**config.mk**
```make
export PLATFORM = sky130hd
export DESIGN_NAME = pipeline_stall_ctrl
export DESIGN_NICKNAME = d
export VERILOG_FILES = /design/src/rtl/pipeline_stall_ctrl.sv
export SDC_FILE = /design/constraint.sdc
export NUM_CORES = 1
export LEC_CHECK = 0
export CORE_MARGIN = 2
export CORE_UTILIZATION = 49
export DETAILED_ROUTE_END_ITERATION = 10
export PLACE_DENSITY = 0.77
export SLEW_MARGIN = 5
export SYNTH_ARGS = -nofsm -noshare
export SYNTH_HDL_FRONTEND = slang
export SYNTH_SLANG_ARGS = --single-unit
export TNS_END_PERCENT = 100
```
**constraint.sdc**
```tcl
create_clock -name clk -period 4.52 [get_ports clk]
set_clock_uncertainty 0.15 [all_clocks]
set_input_delay 0.678 -clock clk [delete_from_list [all_inputs] [get_ports clk]]
set_output_delay 0.678 -clock clk [all_outputs]
set_load 0.02 [all_outputs]
```
**src/rtl/pipeline_stall_ctrl.sv**
```systemverilog
// Stall/flush sequencer for the 5-stage pipeline: merges load-use, branch redirect and
// data-memory handshake into per-stage enables, with a memory timeout and perf counters.
module pipeline_stall_ctrl #(
  parameter int MAX_WAIT = 16,
  parameter int CNT_W    = 16
) (
  input  logic             clk,
  input  logic             rst,
  input  logic             LU_hazard,
  input  logic             Branch_taken_EX,
  input  logic             Dmem_req,
  input  logic             Dmem_ready,
  output logic             PC_write,
  output logic             IF_ID_write,
  output logic             IF_ID_flush,
  output logic             ID_EX_write,
  output logic             ID_EX_flush,
  output logic             EX_MEM_write,
  output logic             MEM_WB_flush,
  output logic             Mem_timeout,
  output logic [CNT_W-1:0] Stall_cycles,
  output logic [CNT_W-1:0] Flush_count
);

  typedef enum logic [1:0] {RUN, MEM_WAIT, HALT} state_t;
  typedef enum logic [1:0] {ROW_NORMAL, ROW_FREEZE, ROW_BRANCH, ROW_LU} row_t;

  localparam logic [7:0]       WAIT_LAST = 8'(MAX_WAIT - 1);
  localparam logic [CNT_W-1:0] CNT_MAX   = '1;

  state_t     state, state_nxt;
  logic [7:0] wait_cnt, wait_cnt_nxt;
  row_t       row;
  logic       mem_stall;

  assign mem_stall = Dmem_req & ~Dmem_ready;

  // NOTE: sequential state uses non-blocking assignments so every register samples
  // pre-edge values, independent of the order the always blocks are evaluated.
  always_ff @(posedge clk) begin
    if (rst) begin
      state    <= RUN;
      wait_cnt <= '0;
    end else begin
      state    <= state_nxt;
      wait_cnt <= wait_cnt_nxt;
    end
  end

  // NOTE: defaults first in every combinational block keep unassigned paths from
  // inferring latches.
  always_comb begin
    state_nxt    = state;
    wait_cnt_nxt = wait_cnt;
    unique case (state)
      RUN: begin
        if (mem_stall) begin
          state_nxt    = MEM_WAIT;
          wait_cnt_nxt = 8'd1;
        end
      end
      MEM_WAIT: begin
        if (!mem_stall) begin
          state_nxt    = RUN;
          wait_cnt_nxt = '0;
        end else if (wait_cnt == WAIT_LAST) begin
          state_nxt = HALT;
        end else begin
          wait_cnt_nxt = wait_cnt + 8'd1;
        end
      end
      HALT:    state_nxt = HALT;
      default: state_nxt = RUN;
    endcase
  end

  // Priority select of the control row; reset forces the pass-through row.
  always_comb begin
    row = ROW_NORMAL;
    if (rst)                             row = ROW_NORMAL;
    else if (state == HALT || mem_stall) row = ROW_FREEZE;
    else if (Branch_taken_EX)            row = ROW_BRANCH;
    else if (LU_hazard)                  row = ROW_LU;
  end

  always_comb begin
    PC_write     = 1'b1;
    IF_ID_write  = 1'b1;
    IF_ID_flush  = 1'b0;
    ID_EX_write  = 1'b1;
    ID_EX_flush  = 1'b0;
    EX_MEM_write = 1'b1;
    MEM_WB_flush = 1'b0;
    unique case (row)
      ROW_FREEZE: begin
        PC_write     = 1'b0;
        IF_ID_write  = 1'b0;
        ID_EX_write  = 1'b0;
        EX_MEM_write = 1'b0;
        MEM_WB_flush = 1'b1;
      end
      ROW_BRANCH: begin
        IF_ID_flush = 1'b1;
        ID_EX_flush = 1'b1;
      end
      ROW_LU: begin
        PC_write    = 1'b0;
        IF_ID_write = 1'b0;
        ID_EX_flush = 1'b1;
      end
      default: ;
    endcase
  end

  assign Mem_timeout = (state == HALT);

  // HALT cycles are excluded so the stall count reflects recoverable stalls only.
  always_ff @(posedge clk) begin
    if (rst) begin
      Stall_cycles <= '0;
      Flush_count  <= '0;
    end else begin
      if (state != HALT && !PC_write && Stall_cycles != CNT_MAX)
        Stall_cycles <= Stall_cycles + 1'b1;
      if (row == ROW_BRANCH && Flush_count != CNT_MAX)
        Flush_count <= Flush_count + 1'b1;
    end
  end

endmodule
```
Word level (Yosys, flattened, before mapping)
Index checks and enable logic that the tools add are counted.
- logic and storage cells: 48
- bits in registers: 42
- input port bits: 6
- eq/ne operators: 12
- $add $sub $neg: 3
- bitwise operators: 2
- mux-type cells: 17
- reductions and logical operators: 10
- operators by type and width (kind ; count):
    adder 16 x 1 -> 16 bit, second input constant ; 2
    != test 16 bit, second input constant ; 2
    2-to-1 mux 8 bit ; 3
    one-hot mux 8 bit (2 select lines) ; 1
    2-to-1 mux 2 bit ; 7
    adder 8 x 1 -> 8 bit, second input constant ; 1
    == test 8 x 4 -> 1 bit, second input constant ; 1
    == test 2 bit, second input constant ; 3
    != test 3 bit, second input constant ; 2
    one-hot mux 2 bit (3 select lines) ; 1
    2-to-1 mux 1 bit ; 5
    == test 2 x 1 -> 1 bit, second input constant ; 2
    != test 2 bit, second input constant ; 2
    OR reduction 2 bit ; 2
    logical AND 1 bit ; 3
    AND reduction 3 bit ; 1
    logical NOT 2 bit ; 1
    AND reduction 2 bit ; 1
    nonzero test 2 bit ; 1
    bitwise AND 1 bit ; 1
    logical OR 1 bit ; 1
    NOT 1 bit ; 1

Longest topological paths before layout
- depth after elaboration: 9
- gate-level depth with buffers: 6
- depth with buffers taken out: 6

Least setup slack after synthesis
OpenSTA, ideal clock, no wires.
- path kind: in2out
- start point: in rst
- end point: out ID_EX_write
- path slack: 1.757 ns
- stages: 5
- arrival: 1.935 ns
- required time: 3.692 ns
- path through: clkbuf_1 > clkbuf_1 > a21oi_1 > inv_1 > buf_4
- cells in the longest elaborated chain, start to end: 3
- RTL lines (what ; RTL line ; source):
    start: declaration ; 8 ; input logic rst,
    2-to-1 mux 2 bit ; 80 ; if (rst) row = ROW_NORMAL;
    == test 2 x 1 -> 1 bit ; n/a ;
    2-to-1 mux 1 bit ; n/a ;
    end: declaration ; 16 ; output logic ID_EX_write,
No other way between the ends.

Final worst setup path
- start point: in Dmem_ready
- end point: out PC_write
- cells in the longest elaborated chain, start to end: 8
- elaborated cells on any way between the ends: 9
- RTL lines (what ; RTL line ; source):
    start: declaration ; 12 ; input logic Dmem_ready,
    NOT 1 bit * ; 36 ; assign mem_stall = Dmem_req & ~Dmem_ready;
    bitwise AND 1 bit * ; 36 ;
    logical OR 1 bit * ; 81 ; else if (state == HALT || mem_stall) row = ROW_FREEZE;
    2-to-1 mux 2 bit * ; 81 ;
    2-to-1 mux 2 bit * ; 80 ;
    == test 2 x 1 -> 1 bit / == test 2 bit (equally long branches) ; 94 ; unique case (row)
    OR reduction 2 bit (no source line) * ; n/a ;
    2-to-1 mux 1 bit * ; 94 ;
    end: declaration ; 13 ; output logic PC_write,
Every way passes the cells marked *; elsewhere a longest branch is shown, timed or not.

==> results.md <==
- The detailed router placed 2,112 vias in this run.
- Relative to the synthesized area, the layout overhead comes to 27.3%.
- After legalization and detailed placement, the total HPWL measured 3.64 mm.
- Setup violations remaining at the end of the flow were counted as 0.
- The routed wire length is 5.02 mm.
- In this run the most critical hold path is launched from wait_cnt[1].
- The total of warnings raised by yosys is 0.
- The TritonCTS clock tree is yes.
- After synthesis, the mean cell area works out to 8.37 um2.
- The capturing element type of the critical path is an output pin.
- The filler cell count in the final layout is 374.
- The clock root buffer is sky130_fd_sc_hd__clkbuf_8.
- Dividing the detail-routed wire length by the instance count gives 13.9 um.
- The die outline width is 71.1 um.
- The share of total power in the clock network is 0.409.
- Yosys mapped a number of flops with a built-in enable equal to 0.
- The clock-pin slew on the worst setup and hold paths is 0.07 ns.
- The max-slew violation count is 0.
- In the finished design, the share of the clock period the worst path needs comes to 0.761.
- In this run the critical register-to-register path is launched from Stall_cycles[0].
- After detailed placement, the total cell area comes to 2700 um2.
- The distinct cell type count after synthesis is 51.
- The total clock buffers created by CTS is 5.
- The number of iterations in the first detailed-routing pass is 4.
- VDD sags by at most 0.000154 V.
- The highest attainable clock frequency is 291 MHz.
- The net count of the finished layout is 318.
- The area inside the core boundary is 4350 um2.
- The share of flip-flops with an asynchronous set or reset after synthesis is 0.
- The number of cell rows is 24.
- The number of remaining DRC errors is 0.
- The finished layout holds 361 standard cells, fillers aside.
- The worst-case hold slack is 0.324 ns.
- Using the TritonRoute via totals, the vias-per-cell ratio works out to 5.85.
- Dividing total power by cell area gives a power density of 261 nW/um2.
- The post-synth net total is 273.
- Counting flops and latches in the post-synthesis netlist gives 42.
- The sequential share of the synthesized area is 0.381.
- The first element of the critical path is Dmem_ready.
- In the final timing run, aggregate negative setup slack is 0 ns.
- Overall power consumption after layout is estimated at 0.733 mW.
- The maximum level of the CTS H-tree is 2.
- The gate count after technology mapping is 264.
- The run finished with clean final reports.
- The die covers 5060 um2.
- The arrival time of the worst setup path is 2.61 ns.
- The number of clock sinks seen by CTS is between 40 and 50.
- Entering global routing, the biggest net connects 19 pins.
- The total grt overflow is 0.
- The top cell types in the final layout, fill and taps aside, are sky130_fd_sc_hd__clkdlybuf4s50_1 (45), sky130_fd_sc_hd__dfxtp_1 (42), sky130_fd_sc_hd__nor2_1 (36).
- The number of placed instances with taps included is 354.
- The effective utilization at floorplan is 0.507.
- For this run, the slowest stage of the critical path takes 0.66 ns.
- The via count of the first global-routing pass was 1,949.
- The number of violations of the max-capacitance limit is 0.
- The count of buffers added by post-CTS timing repair for setup is 0.
- The number of endpoints with negative hold slack in the final report is 0.
- Along the worst path, the maximum fanout reaches 9.
- The critical path in this run is classified as in -> out.
- The first routing iteration left approximately 190 violations.
- On the critical path, the stage with the largest delay is an instance of sky130_fd_sc_hd__clkdlybuf4s50_1.
- The first global-routing pass estimated 8.65 mm of wire.
- The logic gate share of total power is 0.076.
- The count of input and output buffers is 45.
- The share of post-route cells with drive strength above 1 is 0.0680.
- From bottom edge to top edge, the die measures 71.1 um.
- The count of nets left with antenna violations once routing finished came out at 0.
- Setup repair after global routing left no endpoint under its margin.
- After synthesis the cells add up to about 2200 um2.
- At the pin with the least slew margin, the transition time is about 0.62 ns.
- With fillers left out, the area of the finished cells amounts to approximately 2800 um2.
- The final weighted congestion in routability-driven placement is 0.838.
- The signal on the critical path passes through clkdlybuf4s50_1 -> nand2b_1 -> nand2_1 -> o21ai_0 -> clkdlybuf4s50_1.
- The initial antenna violation count is 0.
- Measured against its own limit, the worst slew margin works out to 0.583.
- The most frequent standard cell in the layout excluding fill and tap cells is sky130_fd_sc_hd__clkdlybuf4s50_1.
- Of the total power, the share spent switching nets is 0.217.
- At the worst endpoint, the required time is 3.69 ns.
- The minimum period implied by the final worst setup slack is 3.44 ns.
- The combined buffer and inverter count along the critical path is 2.
- The number of antenna diodes in the final layout is 0.
- The internal power of the cells is 0.574 mW.
- The maximum buffer depth of the clock tree is 2.
- 46 I/O pins were placed.
- The min-delay analysis places its worst path in the category reg -> reg.
- Clock latency on the worst-skew pair, taken at its later pin, is approximately 0.29 ns.
- Grouping stages by cell kind, the critical path spends the most delay in buffers and inverters.
- For this run, the total global-route usage over all layers was measured as 0.210.
- The hold buffer count at CTS is 0.
- The flip-flop cell with the highest count after synthesis is sky130_fd_sc_hd__dfxtp_1.
- The sequential share of power is 0.515.
- The switching component of the power is 0.159 mW.
- The number of gates given a new drive strength after cts is 0.
- The leakage power total is 0.971 nW.
- The startpoint class of the critical path is a primary input.
- The dominant cell type by count on the critical path is sky130_fd_sc_hd__clkdlybuf4s50_1.
==> through the flow <==
stage	setup WS (ns)	util
after global placement	1.09	0.620
after floorplan	1.76	-
after global routing	0.892	0.646
after CTS	1.06	0.646
after detailed placement	1.08	0.620
final	1.08	0.646
==> tightest hold or removal path: cells and delay by family, from the launching register on <==
kind	cells	cell delay (ns)
flip-flops	1	0.33
AND/OR/NAND/NOR	1	0.06
AO/OA/AOI/OAI	1	0.05
==> layout make-up <==
cell class                 count  area, um2  share of cell area
tap                           52       65.1              0.0231
clock inverter                 1       30.0              0.0107
sequential                    42        841               0.299
clock buffer                   6       82.6              0.0294
inverter                       6       25.0             0.00890
multi-input combinational    206       1290               0.461
timing repair buffer          48        473               0.168
==> sequential cells by signal, summed over array words and instances (netlist names) <==
name and flops:
Flush_count 16, Stall_cycles 16, wait_cnt 8, state 2
==> power groups by stage <==
| stage | Sequential, mW | Clock, mW | Combinational [mW] |
|---|---|---|---|
| floorplan | 0.388 | 0 | 0.0325 |
| global placement | 0.386 | 0 | 0.0551 |
| detailed placement | 0.386 | 0 | 0.0558 |
| CTS | 0.377 | 0.307 | 0.0560 |
| global route | 0.378 | 0.320 | 0.0609 |
| finish | 0.377 | 0.300 | 0.0558 |
==> layer usage <==
metal  GRT usage  up-vias  part of all wire
li1            -     1042                 -
met1       0.286      984              0.47
met2       0.332       75              0.46
met3      0.0356       11             0.052
met4      0.0860        0             0.021
met5           0        -                 0
==> cell families (layout without fill, tap and decap cells) <==
group,count (synthesis),in the layout,share of synthesized area
buf+inv,16,61,0.0329
mux,7,7,0.0323
simple gates,135,135,0.330
fa+ha+maj,3,3,0.0170
flops,42,42,0.381
compound gates,41,41,0.127
xor+xnor,20,20,0.0793
==> final timing paths <==
check / endpoint / slack (ns) / depth (start not counted)
max: PC_write / 1.08 / 5
max reg2reg: Stall_cycles[13] / 2.33 / 6
min: wait_cnt[1] / 0.32 / 2
min reg2reg: wait_cnt[1] / 0.32 / 2
==> synthesized netlist by cell type (2+ instances only) <==
cell type | count | area, um2
sky130_fd_sc_hd__nand4_1 | 12 | 75.1
sky130_fd_sc_hd__a311oi_1 | 2 | 17.5
sky130_fd_sc_hd__buf_4 | 2 | 15.0
sky130_fd_sc_hd__and2_1 | 3 | 18.8
sky130_fd_sc_hd__or2_2 | 3 | 18.8
sky130_fd_sc_hd__clkbuf_1 | 6 | 22.5
sky130_fd_sc_hd__and3_1 | 6 | 37.5
sky130_fd_sc_hd__a31oi_1 | 3 | 18.8
sky130_fd_sc_hd__nor4_1 | 6 | 37.5
sky130_fd_sc_hd__a211oi_1 | 4 | 30.0
sky130_fd_sc_hd__or3_1 | 2 | 12.5
sky130_fd_sc_hd__nor2b_1 | 3 | 18.8
sky130_fd_sc_hd__inv_1 | 5 | 18.8
sky130_fd_sc_hd__nand2_1 | 22 | 82.6
sky130_fd_sc_hd__nand3_1 | 16 | 80.1
sky130_fd_sc_hd__buf_2 | 2 | 10.0
sky130_fd_sc_hd__xnor2_1 | 16 | 140
sky130_fd_sc_hd__xor2_1 | 4 | 35.0
sky130_fd_sc_hd__nor3_1 | 9 | 45.0
sky130_fd_sc_hd__o21ai_0 | 8 | 40.0
sky130_fd_sc_hd__ha_1 | 3 | 37.5
sky130_fd_sc_hd__a21oi_1 | 13 | 65.1
sky130_fd_sc_hd__or4_1 | 2 | 15.0
sky130_fd_sc_hd__mux2i_1 | 6 | 60.1
sky130_fd_sc_hd__and4_1 | 4 | 35.0
sky130_fd_sc_hd__nor2_1 | 36 | 135
sky130_fd_sc_hd__dfxtp_1 | 42 | 841
No activity file was read; power rests on OpenSTA's default activity.
